$ cat src/rtl/decode.sv
// decode: folds PS/2 scan-code-set-2 prefix bytes (E0/F0/E1) into single key
// events, queues them in a small FIFO with a valid/ready port, and reports
// keyboard status bytes on sticky flags that never enter the queue.
module decode #(
    parameter int DEPTH     = 4,
    parameter int DROP_FAKE = 1
) (
    input  logic       sysclk,
    input  logic       rst_n,
    input  logic [7:0] word,
    input  logic       done,
    output logic [7:0] ev_code,
    output logic       ev_ext,
    output logic       ev_rel,
    output logic       ev_valid,
    input  logic       ev_ready,
    output logic       bat_ok,
    output logic       kbd_err,
    output logic       overflow
);

    localparam int AW = $clog2(DEPTH);

    typedef enum logic [2:0] {
        S_IDLE  = 3'd0,
        S_E0    = 3'd1,
        S_F0    = 3'd2,
        S_E0F0  = 3'd3,
        S_PAUSE = 3'd4
    } state_t;

    state_t      state;
    state_t      state_nx;
    logic [2:0]  skip;
    logic [2:0]  skip_nx;

    logic        done_q;
    logic        acc;

    // decoder outputs for the current accepted byte
    logic        emit;
    logic [7:0]  emit_code;
    logic        emit_ext;
    logic        emit_rel;
    logic        fake;
    logic        push;
    logic        set_bat;
    logic        set_err;

    // event FIFO
    logic [9:0]  mem [DEPTH];
    logic [AW:0] wr_ptr;
    logic [AW:0] rd_ptr;
    logic        full;
    logic        empty;
    logic        pop;
    logic        do_push;
    logic [9:0]  head;

    // A byte is taken only on the rising edge of the receiver's done level.
    assign acc = done & ~done_q;

    // done edge-detect register
    always_ff @(posedge sysclk or negedge rst_n) begin
        if (!rst_n) begin
            done_q <= 1'b0;
        end else begin
            done_q <= done;
        end
    end

    // prefix state and pause skip counter
    always_ff @(posedge sysclk or negedge rst_n) begin
        if (!rst_n) begin
            state <= S_IDLE;
            skip  <= 3'd0;
        end else begin
            state <= state_nx;
            skip  <= skip_nx;
        end
    end

    // next-state decode of each accepted byte
    always_comb begin
        state_nx = state;
        skip_nx  = skip;
        if (acc) begin
            if (state == S_PAUSE) begin
                // Pause body bytes are swallowed whatever their value.
                skip_nx = skip - 3'd1;
                if (skip <= 3'd1) begin
                    state_nx = S_IDLE;
                end
            end else begin
                case (word)
                    8'hAA, 8'hFC, 8'h00, 8'hFF: state_nx = S_IDLE;
                    8'hE1: begin
                        state_nx = S_PAUSE;
                        skip_nx  = 3'd7;
                    end
                    8'hE0: state_nx = S_E0;
                    8'hF0: begin
                        if (state == S_IDLE) begin
                            state_nx = S_F0;
                        end else if (state == S_E0) begin
                            state_nx = S_E0F0;
                        end else begin
                            state_nx = state;
                        end
                    end
                    default: state_nx = S_IDLE;
                endcase
            end
        end
    end

    // event and status-flag outputs of the decoder
    always_comb begin
        emit      = 1'b0;
        emit_code = word;
        emit_ext  = 1'b0;
        emit_rel  = 1'b0;
        set_bat   = 1'b0;
        set_err   = 1'b0;
        if (acc) begin
            if (state == S_PAUSE) begin
                if (skip == 3'd1) begin
                    emit      = 1'b1;
                    emit_code = 8'hE1;
                    emit_ext  = 1'b1;
                    emit_rel  = 1'b0;
                end
            end else begin
                case (word)
                    8'hAA:                      set_bat = 1'b1;
                    8'hFC, 8'h00, 8'hFF:        set_err = 1'b1;
                    8'hE1, 8'hE0, 8'hF0: begin
                    end
                    default: begin
                        emit      = 1'b1;
                        emit_code = word;
                        emit_ext  = (state == S_E0) || (state == S_E0F0);
                        emit_rel  = (state == S_F0) || (state == S_E0F0);
                    end
                endcase
            end
        end
    end

    // Extended 0x12/0x59 are the keyboard's fake shifts around E0 keys.
    assign fake = (DROP_FAKE != 0) && emit_ext &&
                  ((emit_code == 8'h12) || (emit_code == 8'h59));
    assign push = emit & ~fake;

    assign empty   = (wr_ptr == rd_ptr);
    assign full    = (wr_ptr[AW-1:0] == rd_ptr[AW-1:0]) && (wr_ptr[AW] != rd_ptr[AW]);
    assign pop     = ~empty & ev_ready;
    // A pop frees the slot on the same edge, so a full FIFO still accepts.
    assign do_push = push & (~full | pop);

    // FIFO pointers
    always_ff @(posedge sysclk or negedge rst_n) begin
        if (!rst_n) begin
            wr_ptr <= '0;
            rd_ptr <= '0;
        end else begin
            if (do_push) begin
                wr_ptr <= wr_ptr + 1'b1;
            end
            if (pop) begin
                rd_ptr <= rd_ptr + 1'b1;
            end
        end
    end

    // FIFO storage (data only, no reset needed)
    always_ff @(posedge sysclk) begin
        if (do_push) begin
            mem[wr_ptr[AW-1:0]] <= {emit_code, emit_ext, emit_rel};
        end
    end

    // sticky status flags, cleared only by reset
    always_ff @(posedge sysclk or negedge rst_n) begin
        if (!rst_n) begin
            bat_ok   <= 1'b0;
            kbd_err  <= 1'b0;
            overflow <= 1'b0;
        end else begin
            if (set_bat) begin
                bat_ok <= 1'b1;
            end
            if (set_err) begin
                kbd_err <= 1'b1;
            end
            if (push && full && !pop) begin
                overflow <= 1'b1;
            end
        end
    end

    // Head fields are forced to zero while the queue is empty.
    assign head     = mem[rd_ptr[AW-1:0]];
    assign ev_valid = ~empty;
    assign ev_code  = empty ? 8'h00 : head[9:2];
    assign ev_ext   = empty ? 1'b0  : head[1];
    assign ev_rel   = empty ? 1'b0  : head[0];

endmodule

$ cat config.mk
export PLATFORM = sky130hd
export DESIGN_NAME = decode
export DESIGN_NICKNAME = d
export VERILOG_FILES = /design/src/rtl/decode.sv
export SDC_FILE = /design/constraint.sdc
export NUM_CORES = 1
export LEC_CHECK = 0
export CORE_AREA = 4 4 70 88
export DETAILED_ROUTE_END_ITERATION = 10
export DIE_AREA = 0 0 74 92
export PLACE_DENSITY_LB_ADDON = 0.1
export SETUP_SLACK_MARGIN = 0.3
export SLEW_MARGIN = 5
export SYNTH_ARGS = -nofsm -noshare
export SYNTH_HDL_FRONTEND = slang
export SYNTH_SLANG_ARGS = --single-unit
$ cat constraint.sdc
create_clock -name sysclk -period 5.1 [get_ports sysclk]
set_input_delay 1.02 -clock sysclk [delete_from_list [all_inputs] [get_ports sysclk]]
set_output_delay 1.02 -clock sysclk [all_outputs]
set_load 0.005 [all_outputs]
After elaboration in Yosys (flattened, before gate mapping)

Memories as Yosys holds them, arrays and structs flattened.
Index checks and enable logic that the tools add are counted.

Memories kept: 1
Memory bits (writable): 40
Output and inout bits: 14
Register bits after elaboration: 16

Order comparisons: 1
Add/sub/neg operators: 3
Mux-type cells: 31
Equal/unequal tests: 18
Bitwise operators: 9
Reduce and logical (&&, ||, !) cells: 15

Memory list:

| name | words | bits a word | rd ports | clocked after memory_dff | write ports | line | RTL |
|---|---|---|---|---|---|---|---|
| mem  | 4     | 10          | 1        | 0                        | 1           | 51   | `logic [9:0] mem [DEPTH];` |

Operators by type and width:

| operator            | count |
|---|---|
| $eq 8x8->1 const B  | 6 |
| $mux 8              | 4 |
| $mux 1              | 20 |
| $mux 3              | 6 |
| $pmux 3 s3          | 1 |
| $eq 8x5->1 const B  | 1 |
| $eq 8x7->1 const B  | 1 |
| $logic_not 8->1     | 1 |
| $reduce_or 7->1     | 1 |
| $add 3x1->3 const B | 2 |
| $eq 3x1->1 const B  | 2 |
| $eq 3x2->1 const B  | 2 |
| $and 1x1->1         | 4 |
| $logic_and 1x1->1   | 4 |
| $ne 4x4->1 const B  | 1 |
| $not 1->1           | 4 |
| $eq 3x3->1          | 1 |
| $eq 3x3->1 const B  | 1 |
| $le 3x1->1 const B  | 1 |
| $logic_not 3->1     | 1 |
| $logic_or 1x1->1    | 3 |
| $reduce_and 3->1    | 1 |
| $reduce_or 3->1     | 1 |
| $sub 3x1->3 const B | 1 |
| other kinds (7)     | 7 |

Logic depth before layout (Yosys ltp)

Gate-level depths: netlist (run 1).

Depth after elaboration: 12
Gate-level depth with buffers: 7

Worst setup path after synthesis (run 1)

OpenSTA, ideal clock, no wires.

Path type: input -> register
Start point: input word[0]
End point: memory mem[0][0], enable pin
Data arrival time: 2.558 ns
Required time: 4.757 ns
Library setup time: 0.343 ns
Path slack: 2.199 ns
Buffers on the path: 1
Stages on the path: 7
Path through: clkbuf_1 > and4b_2 > o21ai_1 > nor3b_1 > or4_4 > a21oi_2 > and2_1

Word-level cells in the longest chain between the ends: 11
Elaborated cells between the ends (all ways): 26

Ends and longest elaborated chain:

| item                                                              | line     | RTL |
|---|---|---|
| from (decl)                                                       | 10       | `input logic [7:0] word,` |
| $eq 8x8->1 (tied with other cells)                                | 134      | `case (word)` |
| $reduce_or 7->1 (no source line) / $mux 8 (equally long branches) | n/a      |  |
| $mux 1 / $mux 8 (equally long branches)                           | 134, 125 |  |
| $mux 1 (tied with other cells)                                    | 126      | `if (state == S_PAUSE) begin` |
| $mux 1 / $logic_or 1x1->1 (equally long branches)                 | 125, 152 |  |
| $logic_and 1x1->1                                                 | 151      | `assign fake = (DROP_FAKE != 0) && emit_ext &&` |
| $not 1->1                                                         | 153      | `assign push = emit & ~fake;` |
| $and 1x1->1 *                                                     | 153      |  |
| $and 1x1->1 *                                                     | 159      | `assign do_push = push & (~full \| pop);` |
| $mux 1 *                                                          | 178      | `if (do_push) begin` |
| $mux 1 (not written as such) *                                    | 179      | `mem[wr_ptr[AW-1:0]] <= {emit_code, emit_ext, emit_rel};` |
| to (decl)                                                         | 51       |  |

Mark *: on every way between the ends. The rest lies on a longest branch, timed or not.

Worst setup path after layout (run 1)

Start point: input done
End point: memory mem[2][9], enable pin

Word-level cells in the longest chain between the ends: 10
Elaborated cells between the ends (all ways): 13

Ends and longest elaborated chain:

| item                                            | line | RTL |
|---|---|---|
| from (decl)                                     | 11   | `input logic done,` |
| $and 1x1->1 *                                   | 61   | `assign acc = done & ~done_q;` |
| $mux 8                                          | 125  | `if (acc) begin` |
| $eq 8x5->1 / $eq 8x7->1 (equally long branches) | 152  | `((emit_code == 8'h12) \|\| (emit_code == 8'h59));` |
| $logic_or 1x1->1                                | 152  |  |
| $logic_and 1x1->1                               | 151  |  |
| $not 1->1                                       | 153  |  |
| $and 1x1->1 *                                   | 153  |  |
| $and 1x1->1 *                                   | 159  |  |
| $mux 1 *                                        | 178  |  |
| $mux 1 (not written as such) *                  | 179  |  |

Marked as above.

==> metrics, run 1 <==
outcome=completed; area post-placement=2930 sq um; count leader, synth=edfxtp_1; dominant cells by area after synthesis=edfxtp_1 (46%), dfrtp_1 (15%), mux4_2 (8.6%), ha_1 (3.3%), nor2b_1 (2.6%); Final Wtd Congestion=between 0.8 and 0.9; clock root cell=clkbuf_8; RSZ-0062 raised after global routing=false; CP Launch Type=input port; vias in the first global route=1632; DRT iter0 DRCs=106; DR WL/cell=~18 um; max-cap viol count=0; Ys Warns=0; IR drop worst, VDD=0.184 mV; CTS tree=built; Filler cells=roughly 440; Seq/Total Area, Yosys=61.2%; IO Port Bufs=25; # diodes=0; vias per std cell=5.60; top routing layer in use=met4; Post-synth EDFFs=40; async set-reset flop share out of synthesis=28.6%; M1 WL=2010 um; Max Buffers Root-to-Sink=2; metal3 WL=approximately 130 um; hold slack=0.465 ns; H-tree depth=2; synthesized area=2620 sq um; Post-DRT Antenna Nets=0; syn nets=200; post-detail-place hpwl=3560 um; die area=roughly 7000 sq um; Setup Skew=0.00833 ns; post-route cell area=3020 sq um; Final Power=~1.4 mW; Die Y-Extent=92 um; Detailed Routing Iterations Pass 1=5; initial antenna violation count=0; share of layout cells above drive strength 1=13.4%; area grow syn2layout=15.2%; critical path class=in -> reg; Worst-path clk slew=0.09 ns; fin nets=around 230; final setup fails=0; clk_lat worst skew=0.31 ns; postcts setup bufs=0; dominant cell type by area after synthesis=edfxtp_1; largest net degree at the start of global routing=18; Congestion Overflow GR=0; DR WL met2=2680 um; Sink Count=56; main flop type after synthesis=edfxtp_1; drt total wl=4890 um; Synth Area per Inst=14.5 sq um; Vias=roughly 1500; Worst Setup End Kind=register; Core Box Area=5370 sq um; Synth top area share=45.9%; Max-slew headroom=47.0%; Synth Register Bits=between 50 and 60; top cells by count, synth=edfxtp_1 (40), dfrtp_1 (16), inv_1 (11), nor2b_1 (11), mux4_2 (10); io pins=26; final core utilization=56.2%; critical path arrival=between 3 and 4 ns; synth unique cells=43; Final min period=3.58 ns; final hold violations=0; Fin Setup TNS=0 ns; site row count=30; Global Route Usage Sum=approximately 16%; Hold WC Path Type=reg -> reg; first-pass GRT wire length=8180 um; Starting Density=between 40% and 50%; clock buffer count from CTS=5; Static Leak=1.10 nW; Post-CTS Hold Fix Bufs=0; Resized Gates After CTS=0; Fmax=between 200 and 300 MHz; crit share post-route=70.1%; number of remaining DRC errors=0; power per cell area=464 nW/um^2; Worst Tran Pin Value=~0.80 ns; Crit Path Max Fanout=11; Synth Instances=181; Pins Over Slew Limit=0; Die W=approximately 74 um; Critical Path RT=between 5 and 6 ns
-- where the power goes --
| part | total, mW | switching (mW) | internal [mW] |
|---|---|---|---|
| Clock | 0.238 | 0.140 | 0.0980 |
| Sequential | 0.644 | 0.0842 | 0.559 |
| Combinational | 0.517 | 0.196 | 0.321 |
| Total | 1.40 | 0.420 | 0.979 |
-- layout by cell type (no fill, tap or decap), types with 2 or more instances in the layout --
master / Yosys / routed
edfxtp_1: 40 / 40
nor2_1: 2 / 2
nor4_1: 4 / 4
nand4_1: 2 / 2
ha_1: 7 / 7
o21ai_0: 7 / 7
nand2b_1: 6 / 6
a21oi_1: 6 / 6
nor2b_1: 11 / 11
a21o_1: 3 / 3
mux4_2: 10 / 10
xnor2_1: 3 / 3
nand3_1: 2 / 2
nor3b_1: 2 / 2
nor4b_1: 3 / 3
clkdlybuf4s50_1: 0 / 25
dfrtp_1: 16 / 16
inv_1: 11 / 11
and2_1: 7 / 7
and3_1: 2 / 2
nand2_1: 7 / 7
clkbuf_8: 0 / 5
xor2_1: 5 / 5
-- stage by stage --
stage / setup slack (ns) / cells
2_1_floorplan: 2.20 / 181
3_3_place_gp: 1.32 / 265
3_5_place_dp: 1.17 / 265
4_1_cts: 1.51 / 273
5_1_grt: 1.32 / 273
6_report: 1.52 / 273
-- registers in the layout (all words and copies together), names as in the netlist --
name,cells
mem,40
rd_ptr,3
skip,3
state,3
wr_ptr,3
bat_ok,1
done_q,1
kbd_err,1
overflow,1
-- cell type report --
| cell class | instances | area [sq um] | area share, % |
|---|---|---|---|
| inverter | 11 | 41.3 | 1.37 |
| clock buffer | 6 | 72.6 | 2.40 |
| multi-input combinational | 108 | 948 | 31.4 |
| clock inverter | 2 | 16.3 | 0.539 |
| tap | 64 | 80.1 | 2.65 |
| sequential | 56 | 1600 | 53.1 |
| timing repair buffer | 26 | 258 | 8.54 |
-- path summary, 6_finish.rpt --
path,slack (ns),depth (start not counted),from,to
min in group asynchronous,1.14,1,rst_n,wr_ptr[2]$_DFFE_PN0P_
hold / removal,0.47,1,kbd_err$_DFFE_PN0P_,kbd_err$_DFFE_PN0P_
hold reg to reg,0.47,1,kbd_err$_DFFE_PN0P_,kbd_err$_DFFE_PN0P_
setup / recovery,1.52,7,done,mem[2][9]$_DFFE_PP_
max in group asynchronous,3.50,1,rst_n,overflow$_DFFE_PN0P_
setup reg to reg,2.11,6,state[2]$_DFFE_PN0P_,mem[2][9]$_DFFE_PP_
-- cell families after synthesis --
logic type	count (synthesis)	share of synthesized area, %
AOI/OAI and AO/OA	25	6.55
xor gates and xnor gates	8	2.68
adders and majority gates	7	3.34
buffers and inverters	17	2.63
DFF	56	61.2
muxes	12	9.46
and+or+nand+nor	56	14.2
-- worst max-delay path, cell delays in order --
cell	delay, ns
clkdlybuf4s50_1	0.49
and2b_2	0.20
nand4_1	0.33
nor3b_1	0.29
or4_4	0.45
a21oi_2	0.22
and2_1	0.51
-- routing by layer --
metal / up-vias / global-route usage [%]
li1: 723 / -
met5: - / 0
met3: 5 / 2.96
met1: 778 / 18.4
met2: 24 / 29.6
met4: 0 / 4.53
(Power assumes the default switching activity.)
==> run 2, diff against run 1 <==
==> constraint.sdc (replaced) <==
create_clock -name sysclk -period 3.35 [get_ports sysclk]
set_input_delay 0.67 -clock sysclk [delete_from_list [all_inputs] [get_ports sysclk]]
set_output_delay 0.67 -clock sysclk [all_outputs]
set_load 0.005 [all_outputs]
==> run 2 against run 1 <==
First-iteration DRC count down 42%. Total power up 53%. Critical path depth unchanged. Hold slack improved by 0.0012 ns. Worst setup slack worse by 1.1 ns. Die area unchanged. Count of clock-buffer cells in the layout is 1 lower. Global-route usage is 0.14 points lower. Sequential cell count stayed put. Sequential power is 45% higher.
==> metrics, run 2 (synthesis gave the netlist of run 1 again) <==
H-tree depth=2 (unchanged); commonest non-fill, non-tap cell in the layout=edfxtp_1 (unchanged); Hold WC Path Type=reg -> reg (unchanged); Sw Ratio=29.6% (was 30.0%); Logic pwr share=39.4% (was 36.9%); area grow syn2layout=17.1% (was 15.2%); max reg flops=40 (unchanged); r2r worst-path depth=6 (unchanged); Die W=74 um (unchanged); vias per std cell=5.69 (was 5.60); outcome=completed (unchanged); crit-path cells=clkdlybuf4s50_1 -> and4b_2 -> o21ai_1 -> nor3b_1 -> or4_4 -> a21oi_2 -> and2_1 (was clkdlybuf4s50_1 -> and2b_2 -> nand4_1 -> nor3b_1 -> or4_4 -> a21oi_2 -> and2_1); DRT iter0 DRCs=62 (was 106); largest net degree at the start of global routing=19 (was 18); first-pass GRT wire length=8250 um (was 8180 um); Internal=1.51 mW (was 0.979 mW); grt met1 use=17.7% (was 18.4%); NetSw=0.635 mW (was 0.420 mW); number of remaining DRC errors=0 (unchanged); vias in the first global route=1709 (was 1632); worst path bufs/invs=1 (unchanged); Filler cells=445 (was 435); Worst Setup End Kind=register (unchanged); Max-slew headroom=53.3% (was 47.0%); CP peak stage delay=0.55 ns (was 0.51 ns); Worst-path clk slew=0.09 ns (about the same); Pins Over Slew Limit=0 (unchanged); Global Route Usage Sum=15.9% (was 16.1%); sequential share of power=43.5% (was 46.0%); clock power share=17.1% (was 17.0%); Final Instance Count excl. Fillers=279 (was 273); Crit Path Max Fanout=10 (was 11); Detailed Routing Iterations Pass 1=4 (was 5); io pins=26 (unchanged); power per cell area=700 nW/um^2 (was 464 nW/um^2); Post-DRT Antenna Nets=0 (unchanged); Max Buffers Root-to-Sink=2 (unchanged); GRT met3 Usage=3.07% (was 2.96%); number of cells on the critical path=7 (unchanged); most frequent cells in the layout=edfxtp_1 (40), clkdlybuf4s50_1 (25), dfrtp_1 (15) (was edfxtp_1 (40), clkdlybuf4s50_1 (25), dfrtp_1 (16)); clk_lat worst skew=0.31 ns (about the same); initial antenna violation count=0 (unchanged); IO Port Bufs=25 (unchanged); Vias=1587 (was 1530); Worst path top cell family by delay=simple AND/OR/NAND/NOR gates (unchanged); Worst Tran Pin Value=0.698 ns (was 0.796 ns); CP Launch Type=input port (unchanged); critical path arrival=2.84 ns (was 3.52 ns); clock buffer count from CTS=5 (unchanged); final hold violations=0 (unchanged); Starting Density=48.8% (unchanged); Fin Setup TNS=0 ns (unchanged); DR WL/cell=17.6 um (was 17.9 um); Final Wtd Congestion=0.863 (was 0.825); Critical Path RT=3.31 ns (was 5.05 ns); max-cap viol count=0 (unchanged); Static Leak=1.13 nW (was 1.10 nW); Core Box Area=5370 sq um (unchanged); Sink Count=56 (unchanged); post-detail-place hpwl=3620 um (was 3560 um); share of layout cells above drive strength 1=16.7% (was 13.4%); postcts setup bufs=0 (unchanged); # placed instances=271 (was 265); final setup fails=0 (unchanged); grt met2 use=29.2% (was 29.6%); crit share post-route=86.2%; Fmax=346 MHz; critical path class=in -> reg (unchanged); clock root cell=clkbuf_8 (unchanged); drt total wl=4920 um (was 4890 um); CTS tree=built (unchanged); die area=6810 sq um (unchanged); Setup Skew=0.0108 ns (was 0.00833 ns); hold path depth=1 (unchanged); Final min period=2.89 ns; most used routing layer=met2 (unchanged); RSZ-0062 raised after global routing=false (unchanged); Congestion Overflow GR=0 (unchanged); Die Y-Extent=92 um (unchanged); # diodes=0 (unchanged); fin nets=233 (was 227); site row count=30 (unchanged); slowest cell on the critical path=clkdlybuf4s50_1 (was and2_1); IR drop worst, VDD=0.334 mV (was 0.184 mV)
-- run 2: power by group through the flow --
stage	Clock, mW	Combinational [mW]	Sequential (mW)
finish	0.367	0.846	0.932
global route	0.409	0.934	0.948
CTS	0.379	0.872	0.934
detailed placement	0	0.866	0.950
global placement	0	0.846	0.944
floorplan	0	0.482	0.919
-- run 2: per-stage QoR --
stage / utilization (%) / hold slack [ns] / instance area [sq um] / power [mW] / setup slack, ns
finish: 57.1 / 0.466 / 3070 / 2.15 / 0.463
global route: 57.1 / 0.485 / 3070 / 2.29 / 0.362
CTS: 57.1 / 0.473 / 3060 / 2.19 / 0.421
detailed placement: 55.4 / 0.451 / 2970 / 1.82 / 0.148
global placement: 55.4 / 0.439 / 2970 / 1.79 / 0.201
floorplan: - / 0.374 / 2620 / 1.40 / 0.799
-- run 2: per-layer routing --
layer  part of all wire [%]  vias to the layer above
met5                      0                        -
met4                    2.1                        0
met3                    2.8                        9
met2                     56                       31
met1                     39                      811
li1                       -                      736
-- run 2: final timing paths --
kind                                           start                    end  slack (ns)
worst max register to register  state[0]$_DFFE_PN0P_    mem[2][5]$_DFFE_PP_        0.76
min in group asynchronous                      rst_n       done_q$_DFF_PN0_        0.78
worst min register to register    bat_ok$_DFFE_PN0P_     bat_ok$_DFFE_PN0P_        0.47
worst max-delay path                         word[0]    mem[2][5]$_DFFE_PP_        0.46
worst min-delay path              bat_ok$_DFFE_PN0P_     bat_ok$_DFFE_PN0P_        0.47
max in group asynchronous                      rst_n  rd_ptr[1]$_DFFE_PN0P_        2.09
-- run 2: area by class of cell --
| type | instances | area, sq um | share of cell area, % |
|---|---|---|---|
| timing repair buffer | 32 | 303 | 9.88 |
| clock inverter | 3 | 21.3 | 0.694 |
| multi-input combinational | 108 | 948 | 30.9 |
| tap | 64 | 80.1 | 2.61 |
| sequential | 56 | 1600 | 52.3 |
| inverter | 11 | 41.3 | 1.35 |
| clock buffer | 5 | 68.8 | 2.24 |
-- run 2: what timing repair did --
item                                    in CTS  in global routing
gates resized for setup                      0                  1
hold buffers                                 0                  0
endpoints found under the setup margin       0                  3
